==> src/rtl/bcd_ex3_seq_ctrl.sv <==
// BCD to Excess-3 sequencing controller: one digit per clock via a shared add-3 stage.
// Optional invalid-digit check enabled by defining BCD_INVALID_DIGIT_CHECK_EN.
module bcd_ex3_seq_ctrl #(
    parameter int DIGITS = 4,
    parameter int CW     = 3
) (
    input  logic                clk,
    input  logic                rst_n,
    input  logic                in_valid,
    output logic                in_ready,
    input  logic [4*DIGITS-1:0] in_bcd,
    output logic                out_valid,
    input  logic                out_ready,
    output logic [4*DIGITS-1:0] out_ex3,
    output logic                busy,
    output logic                err
);

    localparam int W = 4 * DIGITS;

    typedef enum logic [1:0] {
        IDLE,
        CONV,
        DONE
    } state_t;

    state_t         state_q, state_d;
    logic [CW-1:0]  idx_q, idx_d;
    logic [W-1:0]   word_q, word_d;
    logic [W-1:0]   ex3_q, ex3_d;
    logic           valid_q, valid_d;
    logic [3:0]     cur_digit;
    logic           last_digit;
`ifdef BCD_INVALID_DIGIT_CHECK_EN
    logic           err_q, err_d;
`endif

    // Select the digit addressed by the index for the shared converter
    always_comb begin
        cur_digit = 4'h0;
        for (int i = 0; i < DIGITS; i++) begin
            if (idx_q == CW'(i)) cur_digit = word_q[4*i +: 4];
        end
        last_digit = (idx_q == CW'(DIGITS - 1));
    end

    // Next-state and datapath updates for the IDLE/CONV/DONE sequencer
    always_comb begin
        state_d = state_q;
        idx_d   = idx_q;
        word_d  = word_q;
        ex3_d   = ex3_q;
        valid_d = valid_q;
`ifdef BCD_INVALID_DIGIT_CHECK_EN
        err_d   = err_q;
`endif
        unique case (state_q)
            IDLE: begin
                if (in_valid) begin
                    word_d  = in_bcd;
                    idx_d   = '0;
                    ex3_d   = '0;
`ifdef BCD_INVALID_DIGIT_CHECK_EN
                    err_d   = 1'b0;
`endif
                    state_d = CONV;
                end
            end
            CONV: begin
                for (int i = 0; i < DIGITS; i++) begin
                    if (idx_q == CW'(i)) ex3_d[4*i +: 4] = cur_digit + 4'd3;
                end
`ifdef BCD_INVALID_DIGIT_CHECK_EN
                if (cur_digit > 4'd9) err_d = 1'b1;
`endif
                idx_d = idx_q + CW'(1);
                if (last_digit) begin
                    idx_d   = '0;
                    valid_d = 1'b1;
                    state_d = DONE;
                end
            end
            DONE: begin
                if (out_ready) begin
                    valid_d = 1'b0;
                    state_d = IDLE;
                end
            end
            default: begin
                state_d = IDLE;
                valid_d = 1'b0;
            end
        endcase
    end

    // State and datapath registers with asynchronous reset
    always_ff @(posedge clk or negedge rst_n) begin
        if (!rst_n) begin
            state_q <= IDLE;
            idx_q   <= '0;
            word_q  <= '0;
            ex3_q   <= '0;
            valid_q <= 1'b0;
        end else begin
            state_q <= state_d;
            idx_q   <= idx_d;
            word_q  <= word_d;
            ex3_q   <= ex3_d;
            valid_q <= valid_d;
        end
    end

`ifdef BCD_INVALID_DIGIT_CHECK_EN
    // Sticky invalid-digit flag for the word in flight
    always_ff @(posedge clk or negedge rst_n) begin
        if (!rst_n) err_q <= 1'b0;
        else        err_q <= err_d;
    end

    assign err = err_q;
`else
    assign err = 1'b0;
`endif

    assign in_ready  = (state_q == IDLE);
    assign busy      = (state_q != IDLE);
    assign out_valid = valid_q;
    assign out_ex3   = ex3_q;

endmodule

==> config.mk <==
export PLATFORM = sky130hd
export DESIGN_NAME = bcd_ex3_seq_ctrl
export DESIGN_NICKNAME = d
export VERILOG_FILES = /design/src/rtl/bcd_ex3_seq_ctrl.sv
export SDC_FILE = /design/constraint.sdc
export NUM_CORES = 1
export LEC_CHECK = 0
export CAP_MARGIN = 15
export CORE_AREA = 2 2 73 75
export DETAILED_ROUTE_END_ITERATION = 6
export DIE_AREA = 0 0 75 77
export PLACE_DENSITY = 0.69
export SYNTH_ARGS = -nofsm -noshare
export SYNTH_HDL_FRONTEND = slang
export SYNTH_SLANG_ARGS = --single-unit
export TNS_END_PERCENT = 100
==> constraint.sdc <==
create_clock -name clk -period 2.1 [get_ports clk]
set_input_delay 0.315 -clock clk [delete_from_list [all_inputs] [get_ports clk]]
set_output_delay 0.315 -clock clk [all_outputs]
set_load 0.03 [all_outputs]
==> out/qor.txt <==
Post-synth top area cell - dfrtp_1
Routed vias - 1453
CP most frequent cell - inv_2
Proportion of layout cells with a drive suffix above 1 - 30.3%
Worst Path Required - 2.28 ns
Status - complete, but fails checks
Sequential area share after synthesis - 49.7%
Vias in the first global route - 1451
TritonCTS Buffers - 5
Final max-slew violation count - 0
CTS Buffer Depth - 2
Die X - 75 um
Initial Util - 38.5%
Syn Inst Count - 172
Fmax - 471 MHz
RSZ-0062 raised after global routing - true
CP max stage cell - dfrtp_1
Worst VDD drop - 0.000832 V
Worst r2r src - idx_q[0]$_DFFE_PN0P_
CTS sink count - 38
Pwr dens - 1780 nW/um2
Die height - 77 um
Final clock skew - 0.00672 ns
DR DRC count - 0
Skew-Pair Late Insertion Delay - 0.29 ns
Syn_nets - 197
Pin count of the biggest net entering global routing - 39
Setup TNS - -0.0752 ns
Hold Path Class - input pin to asynchronous set/reset pin
R2R depth - 10
# port buffers - 38
Metal1 wirelength - 1950 um
Final Util - 53.0%
Critical Path Max Stage Delay - 0.42 ns
Mapped cell area - 1910 um2
Die Area - 5780 um2
Hold Buf Count CTS - 0
First-pass GRT wire length - 7030 um
Failing checks - setup timing
Worst hold slack - 0.122 ns
Core area - 4980 um2
CTS tree - built
CP startpoint - idx_q[0]$_DFFE_PN0P_
Most frequent cell after synthesis - dfrtp_1
DRT iter0 DRCs - 113
Crit-path max FO - 4
Routed Antenna Nets - 0
R2r endpoint - out_ex3[6]$_DFFE_PN0P_
Crit path depth - 10
GP Congestion - 0.788
Vias/cell - 4.88
Routed met2 length - 1990 um
Number of synthesized flops with an enable pin - 0
CP Class - register to register
Placement row count - 26
Reg clk slew, reported paths - 0.08 ns
Worst setup EP type - register
Setup-violating endpoint count in the final report - 4
Total design power - 0.00470 W
Top cell type's share of synthesized area - 49.7%
CP Buf/Inv Count - 2
Cell breakdown of the critical path - inv_2 -> ha_4 -> nand2_2 -> o211a_1 -> or3_1 -> ha_2 -> inv_2 -> nand3_2 -> nor3b_4 -> mux2_4
Primary FF master, synth - dfrtp_1
#FFs+latches synth - 38
Rel. slew slack - 44.4%
H-tree levels - 2
Final wirelength - 4180 um
DR pass1 iterations - 4
GRT Overall Usage - 16.1%
Yosys warns - 0
Final hold viol count - 0
Setup ws final - -0.0248 ns
Routed length per instance - 14.0 um
Synth-to-layout area growth - 37.9%
Startpoint types - register
Leakage - 1.17 nW
Antenna violations before repair - 0
Post-route clock period utilization - 101%
FF-to-FF setup slack - -0.02 ns
Ant. Diodes - 0
Final min period - 2.12 ns
Worst-margin pin slew - 0.834 ns
Max-Cap Viols - 0
Met3 wire length - 180 um
Post-synth top cells - 38 x dfrtp_1, 25 x nand2_1, 20 x mux2_2, 10 x o21ai_0, 8 x nor2_1
Mean area per synthesized cell - 11.1 um2
DR top layer - met4
Delay-heaviest family, CP - simple AND/OR/NAND/NOR gates
CP arrival - 2.30 ns
Root Buffer - clkbuf_8
Ports - 40
Top cells by area, synth - dfrtp_1 50%, mux2_2 12%, nand2_1 4.9%, ha_1 3.3%, o21ai_0 2.6%
Synth unique cells - 44
Nets - 253
Hpwl dp - 3120 um
Grt total ovfl - 0
Ys async rst share - 100%
==> worst max path at each step <==
stage / endpoint
final: out_ex3[6]$_DFFE_PN0P_
after global routing: out_ex3[6]$_DFFE_PN0P_
after global placement: out_ex3[10]$_DFFE_PN0P_
after detailed placement: out_ex3[10]$_DFFE_PN0P_
after CTS: out_ex3[6]$_DFFE_PN0P_
after floorplan: out_ex3[10]$_DFFE_PN0P_
==> through the flow <==
stage               cell area (um2)  setup WS (ns)  instances
floorplan                      1970        -0.0185        172
global placement               2510        -0.0124        289
detailed placement             2510        -0.0836        289
CTS                            2630        -0.0148        298
global route                   2640         -0.102        298
finish                         2640        -0.0248        298
==> cell type report <==
class / count / area, um2
clock buffer: 5 / 68.8
clock inverter: 2 / 10.0
fill: 461 / 2340
inverter: 6 / 25.0
multi-input combinational: 121 / 967
sequential: 38 / 952
tap: 70 / 87.6
timing repair buffer: 56 / 529
==> sequential cells by signal, indices dropped and copies added (netlist names) <==
register and flops:
idx_q 3, out_ex3 16, state_q 2, word_q 16
out_valid 1
==> report_power, final <==
part / internal [W] / leakage [nW] / switching [W]
clock network: 0.000223 / 0.0438 / 0.000252
logic: 0.00140 / 0.656 / 0.00151
registers: 0.00106 / 0.471 / 0.000238
==> cells by family (layout without fill, tap and decap cells) <==
kind of cell    Yosys count  in the layout  share of synthesized area (%)
compound gates           33             33                           12.9
fa+ha+maj                 5              5                           3.27
buf+inv                  13             69                           4.05
flops                    38             38                           49.7
mux                      20             20                           11.8
other cells               1              1                          0.196
simple gates             62             62                           18.2
==> routing by layer <==
| layer | global-route usage [%] | vias to the layer above |
|---|---|---|
| met4 | 6.25 | 0 |
| met3 | 4.07 | 6 |
| met2 | 24.4 | 36 |
| met1 | 21.9 | 689 |
| li1 | - | 722 |
| met5 | 0 | - |
==> cells in the final DEF, fill, tap and decap left out, types with 5 or more instances in the layout <==
cell type        Yosys  routed
clkbuf_8             0       5
nand2_1             25      24
o21ai_0             10      10
dfrtp_1             38      37
nor2_1               8       6
clkdlybuf4s50_1      0      36
mux2_2              20      17
nand3_1              7       6
buf_4                3      16
==> timing repair <==
action / in CTS / in global routing
endpoints found under the setup margin: 4 / 6
buffers inserted: 2 / 0
pin swaps: 2 / 2
resized for setup: 6 / 5
cloned: 0 / 0
(Power assumes the default switching activity.)
==> RTL change 1: new RTL, config.mk and constraints unchanged <==
Change the parameter `DIGITS` from 4 to 3.
--- a/src/rtl/bcd_ex3_seq_ctrl.sv
+++ b/src/rtl/bcd_ex3_seq_ctrl.sv
@@ -1,7 +1,7 @@
 // BCD to Excess-3 sequencing controller: one digit per clock via a shared add-3 stage.
 // Optional invalid-digit check enabled by defining BCD_INVALID_DIGIT_CHECK_EN.
 module bcd_ex3_seq_ctrl #(
-    parameter int DIGITS = 4,
+    parameter int DIGITS = 3,
     parameter int CW     = 3
 ) (
     input  logic                clk,
Interface: changed (resized in_bcd and out_ex3); port bits go from 40 to 32. No check against the original RTL was run, so the function may have changed too.
==> RTL change 1 against the original RTL <==
  * Cell area shrank 30%
  * Clock power shrank 1%
  * Clock skew shrank 0.0047 ns
  * Sequential cell count shrank 8
  * Power shrank 36%
  * Worst setup slack gained 0.22 ns
  * Wire length shrank 35%
  * Core utilization shrank 16 points
  * Sequential power shrank 18%
  * Area after synthesis shrank 28%
  * Largest power group unchanged
==> RTL change 1: results (changes against the original RTL) <==
status complete, no violations; fraction of layout cells with a size suffix above 1 16.56% (-14 points); Arr. time, crit path 1.59 ns (-0.71 ns); RD Place Congestion 0.7696 (-2.3%); WL final 2733 um (-35%); Synth Net Count 145 (-26%); placed instance count 225 (-22%); Seq/Total Area, Yosys 54.15% (+4.5 points); Max FO, Critical Path 5 (+1); ys flop type dfrtp_1; Synth area leaders dfrtp_1 54%, mux2_2 9.7%, nand3_1 3.6%; Worst Reg-to-Reg Cells 6 (-4); Post-CTS Repair Setup Buffers 0 (-2); peak supply drop 0.5391 mV (-35%); ys async rst share 100.0% (unchanged); Total GRT Usage 10.52% (-5.6 points); switching share of power 40.24% (-2.5 points); average size of a mapped cell 10.83 um^2 (-2.7%); Reg2Reg Setup Slack 0.27 ns (+0.29 ns); Total Nets Final 179 (-29%); Yosys cell types 32 (-27%); largest net degree at the start of global routing 31 (-21%); HPWL after detailed placement 2047 um (-34%); Synth top cells by count 30 x dfrtp_1, 13 x nand2_1, 12 x mux2_2; first-pass GRT wire length 4609 um (-34%); first-pass iteration count of the detailed router 5 (+1); worst r2r dst out_ex3[9]; leakage 0.7830 nW (-33%); number of DRC markers in iteration 0 30 (-73%); Rel. slew slack 61.36% (+17 points); reg-to-reg startpoint idx_q[1]; vias in the first global route 1020 (-30%); Worst Skew 0.002044 ns (-0.004676 ns); filler instances 501 (+8.7%); drt wl/cell 11.73 um (-16%); CTS resizes 0 (-6); Clock transition at path regs 0.06 ns (-0.02 ns); Port Buf Inserts 30 (-21%); DR vias/cell 4.472 (-8.3%)
[RTL change 1: cell count changes after synthesis, sizes merged, moves of 3 or more]
cell    unedited run  this run
clkbuf             0         4
mux2              20        12
inv                6         3
buf                7         3
dfrtp             38        30
nand2             26        13
a211o              4         0
nand3              7        10
ha                 5         1
o21ai             11        16
nor2               9         4
mux2i              0         4
[RTL change 1: per-layer routing]
layer / share of wire (%) / GRT usage, % / up-vias
li1: - / - / 518
met1: 46 / 13.78 / 493
met2: 47 / 15.26 / 26
met3: 5.1 / 3.417 / 5
met4: 1.9 / 5.357 / 0
met5: 0 / 0 / -
[RTL change 1: logic make-up after synthesis]
family	after synthesis	share of synthesized area [%]
DFF	30	54.15
xor gates and xnor gates	2	1.264
other	1	0.2705
buffers and inverters	10	3.610
AOI/OAI and AO/OA	30	13.27
muxes	16	12.64
adders and majority gates	1	0.9024
and+or+nand+nor	38	13.90
[RTL change 1: power groups by stage]
stage          clock network, mW  registers (mW)  logic, mW
2_1_floorplan                  0            1.18      0.910
3_3_place_gp                   0            1.07       1.48
3_5_place_dp                   0            1.07       1.52
4_1_cts                    0.483            1.06       1.52
5_1_grt                    0.505            1.10       1.65
6_report                   0.469            1.06       1.49
[RTL change 1: area by class of cell]
| cell class | instances | area share [%] |
|---|---|---|
| Sequential cell | 30 | 40.47 |
| Multi-Input combinational cell | 88 | 31.52 |
| Timing Repair Buffer | 34 | 17.78 |
| Tap cell | 70 | 4.714 |
| Clock buffer | 7 | 4.646 |
| Inverter | 3 | 0.6061 |
| Clock inverter | 1 | 0.2694 |
[RTL change 1: worst max-delay path: stages, from the launching register on]
cell and delay (ns):
dfrtp_1 0.42, nor2_1 0.19, clkdlybuf4s50_1 0.70
[RTL change 1: worst max-delay path by stage]
stage | start | to | cells past startpoint
6_report | state_q[1] | in_ready | 2
5_1_grt | idx_q[1] | out_ex3[2] | 6
4_1_cts | state_q[1] | in_ready | 2
3_5_place_dp | idx_q[1] | out_ex3[2] | 6
3_3_place_gp | idx_q[1] | out_ex3[9] | 6
2_1_floorplan | idx_q[1] | out_ex3[9] | 7
[RTL change 1: per-stage QoR]
step	setup WS [ns]	cell area (um^2)	hold WS [ns]
6_report	0.1995	1858	0.4186
2_1_floorplan	0.3898	1386	0.01941
4_1_cts	0.1753	1857	0.4377
3_3_place_gp	0.2446	1765	0.4883
5_1_grt	0.1241	1858	0.4678
3_5_place_dp	0.2079	1765	0.4940
==> RTL change 2: new RTL, same settings <==
Made on the original files. The 3 states of `state_t` get a one-hot encoding in 3 bits.
--- a/src/rtl/bcd_ex3_seq_ctrl.sv
+++ b/src/rtl/bcd_ex3_seq_ctrl.sv
@@ -18,10 +18,10 @@
 
     localparam int W = 4 * DIGITS;
 
-    typedef enum logic [1:0] {
-        IDLE,
-        CONV,
-        DONE
+    typedef enum logic [2:0] {
+        IDLE = 3'b001,
+        CONV = 3'b010,
+        DONE = 3'b100
     } state_t;
 
     state_t         state_q, state_d;
Check against the original RTL: same outputs for any inputs over 10 cycles, from zero or initial values and one cycle with rst_n low; not proved beyond that.
==> RTL change 2 against the original RTL <==
  * The run still ends with setup timing left
  * Sequential cell count is 1 higher
  * Cell area is 10% higher
  * Sequential share of layout area is 2.5 points lower
  * Wire length is 16% higher
  * Via count is 17% higher
  * Worst setup slack worse by 0.092 ns
  * Area after synthesis is 3.7% higher
  * Core utilization is 5.5 points higher
  * Power is 6.1% higher
==> RTL change 2: results (changes against the original RTL) <==
Worst Skew 0.004298 ns (-0.002422 ns); Max stage delay cell, worst path a2111oi_4; Root Driver clkbuf_8; adder-cell share of the synthesized area 3.153% (-0.12 points); Synth area leaders dfrtp_1 48%, mux2_2 8.5%, nand2_1 5.5%; post-synthesis compound-gate area fraction 18.60% (+5.7 points); clk buf depth 2 (unchanged); Total GRT Usage 17.88% (+1.7 points); first-pass GRT wire length 7997 um (+14%); first-pass iteration count of the detailed router 4 (unchanged); largest net degree at the start of global routing 17 (-56%); xor and xnor fraction of the mapped netlist area 0.4414% (+0.44 points); leakage 1.215 nW (+3.9%); vias in the first global route 1755 (+21%); status finished, violations left; Antenna Cells 0 (unchanged); Clock transition at path regs 0.07 ns; Synth top cells by count 38 x dfrtp_1, 29 x nand2_1, 15 x mux2_2; mux share of post-synthesis cell area 8.512% (-3.3 points); Yosys top cell area share 47.92% (-1.8 points); Total Nets Final 283 (+12%); internal power 2.866 mW (+6.5%); Seq/Total Area, Yosys 49.24% (-0.43 points); fin worst setup slack -0.1172 ns (-0.09245 ns); Top delay family on crit path compound AO/OA/AOI/OAI gates; Max FO, Critical Path 8 (+4); peak supply drop 1.057 mV (+27%); CP max stage delay 0.43 ns; Yosys warning count 0 (unchanged); fraction of layout cells with a size suffix above 1 31.66% (+1.4 points); failing checks setup timing; Post-Place Cell Area 2595 um^2 (+3.3%); vias post-DR 1699 (+17%); antenna violations before repair 0 (unchanged); ys async rst share 100.0% (unchanged); Worst-Skew Late Latency 0.29 ns (about the same); endpoints failing setup 12 (+8); H-tree Lvls 2 (unchanged); grt total ovfl 0 (unchanged); Worst Setup Slack post-DPL -0.1466 ns (-0.06295 ns); Rel. slew slack 50.70% (+6.3 points); CTS Buf Count 5 (unchanged); Arr. time, crit path 2.39 ns (+0.09 ns); number of DRC markers in iteration 0 96 (-15%); WL final 4830 um (+16%); Port Buf Inserts 38 (unchanged); HPWL after detailed placement 3500 um (+12%); RD Place Congestion 0.8505 (+8.0%); Synth Net Count 214 (+8.6%); Min-Delay Path Class in2async; Yosys cell types 33 (-25%)
-- RTL change 2: changes by cell type after synthesis, moves of 4 or more --
cell / change
mux2_2: -5
a21oi_1: +7
clkbuf_1: +4
nand2_1: +4
o31ai_1: +7
nor2b_1: +7
-- RTL change 2: cell type report --
| cell class | count | area (um^2) |
|---|---|---|
| fill | 434 | 2064 |
| multi-input combinational | 135 | 1116 |
| sequential | 39 | 978.4 |
| timing repair buffer | 71 | 626.9 |
| tap | 70 | 87.58 |
| clock buffer | 7 | 76.32 |
| inverter | 6 | 22.52 |
| clock inverter | 1 | 5.005 |
-- RTL change 2: per-layer routing --
| metal | up-vias | part of all wire [%] | GRT usage (%) |
|---|---|---|---|
| met1 | 839 | 41 | 22.02 |
| met2 | 43 | 53 | 30.96 |
| li1 | 810 | - | - |
| met5 | - | 0 | 0 |
| met4 | 0 | 1.7 | 6.071 |
| met3 | 7 | 3.7 | 2.760 |
-- RTL change 2: worst paths after layout --
check                                 start          end  slack (ns)  cells after the start
min in group clk                out_ex3[10]  out_ex3[10]        0.48                      2
worst max-delay path               idx_q[1]  out_ex3[15]       -0.12                      8
worst max register to register     idx_q[1]  out_ex3[15]       -0.12                      8
worst min-delay path                  rst_n    word_q[3]        0.43                      2
worst min register to register  out_ex3[10]  out_ex3[10]        0.48                      2
max in group asynchronous             rst_n   state_q[0]        1.12                      3
-- RTL change 2: power by group through the flow --
stage / logic [mW] / clock network [mW] / registers, mW
after global routing: 3.44 / 0.523 / 1.33
after detailed placement: 2.49 / 0 / 1.28
after global placement: 2.45 / 0 / 1.27
final: 3.21 / 0.486 / 1.29
after floorplan: 1.35 / 0 / 1.42
after CTS: 2.97 / 0.494 / 1.28
-- RTL change 2: repair_timing --
action | in CTS | in global routing
buffers inserted | 8 | 0
hold endpoints to repair | 10 | 0
hold buffers | 1 | 0
setup endpoints to repair | 14 | 15
pin swaps | 15 | 15
gates resized for setup | 22 | 19
-- RTL change 2: cell families (layout without fill, tap and decap cells) --
family          count (synthesis)  in the layout
flops                          39             39
other cells                     1              1
buf+inv                        15             85
mux                            15             15
fa+ha+maj                       5              5
compound gates                 46             46
xor+xnor                        1              1
simple gates                   67             67
-- RTL change 2: worst register-to-register path: stages (launching register included) --
cell and delay (ns):
dfrtp_1 0.42, inv_2 0.14, ha_4 0.15, buf_4 0.11, nand3b_1 0.13, a2111oi_4 0.43, a2111oi_4 0.11, o2111a_1 0.27
or3b_1 0.35
-- RTL change 2: metrics by stage --
step	TNS, ns	total power [mW]	instances
4_1_cts	-0.5407	4.739	329
6_report	-0.5576	4.982	329
3_3_place_gp	-0.1759	3.717	313
3_5_place_dp	-1.042	3.764	313
2_1_floorplan	0	2.776	189
5_1_grt	-1.819	5.294	329
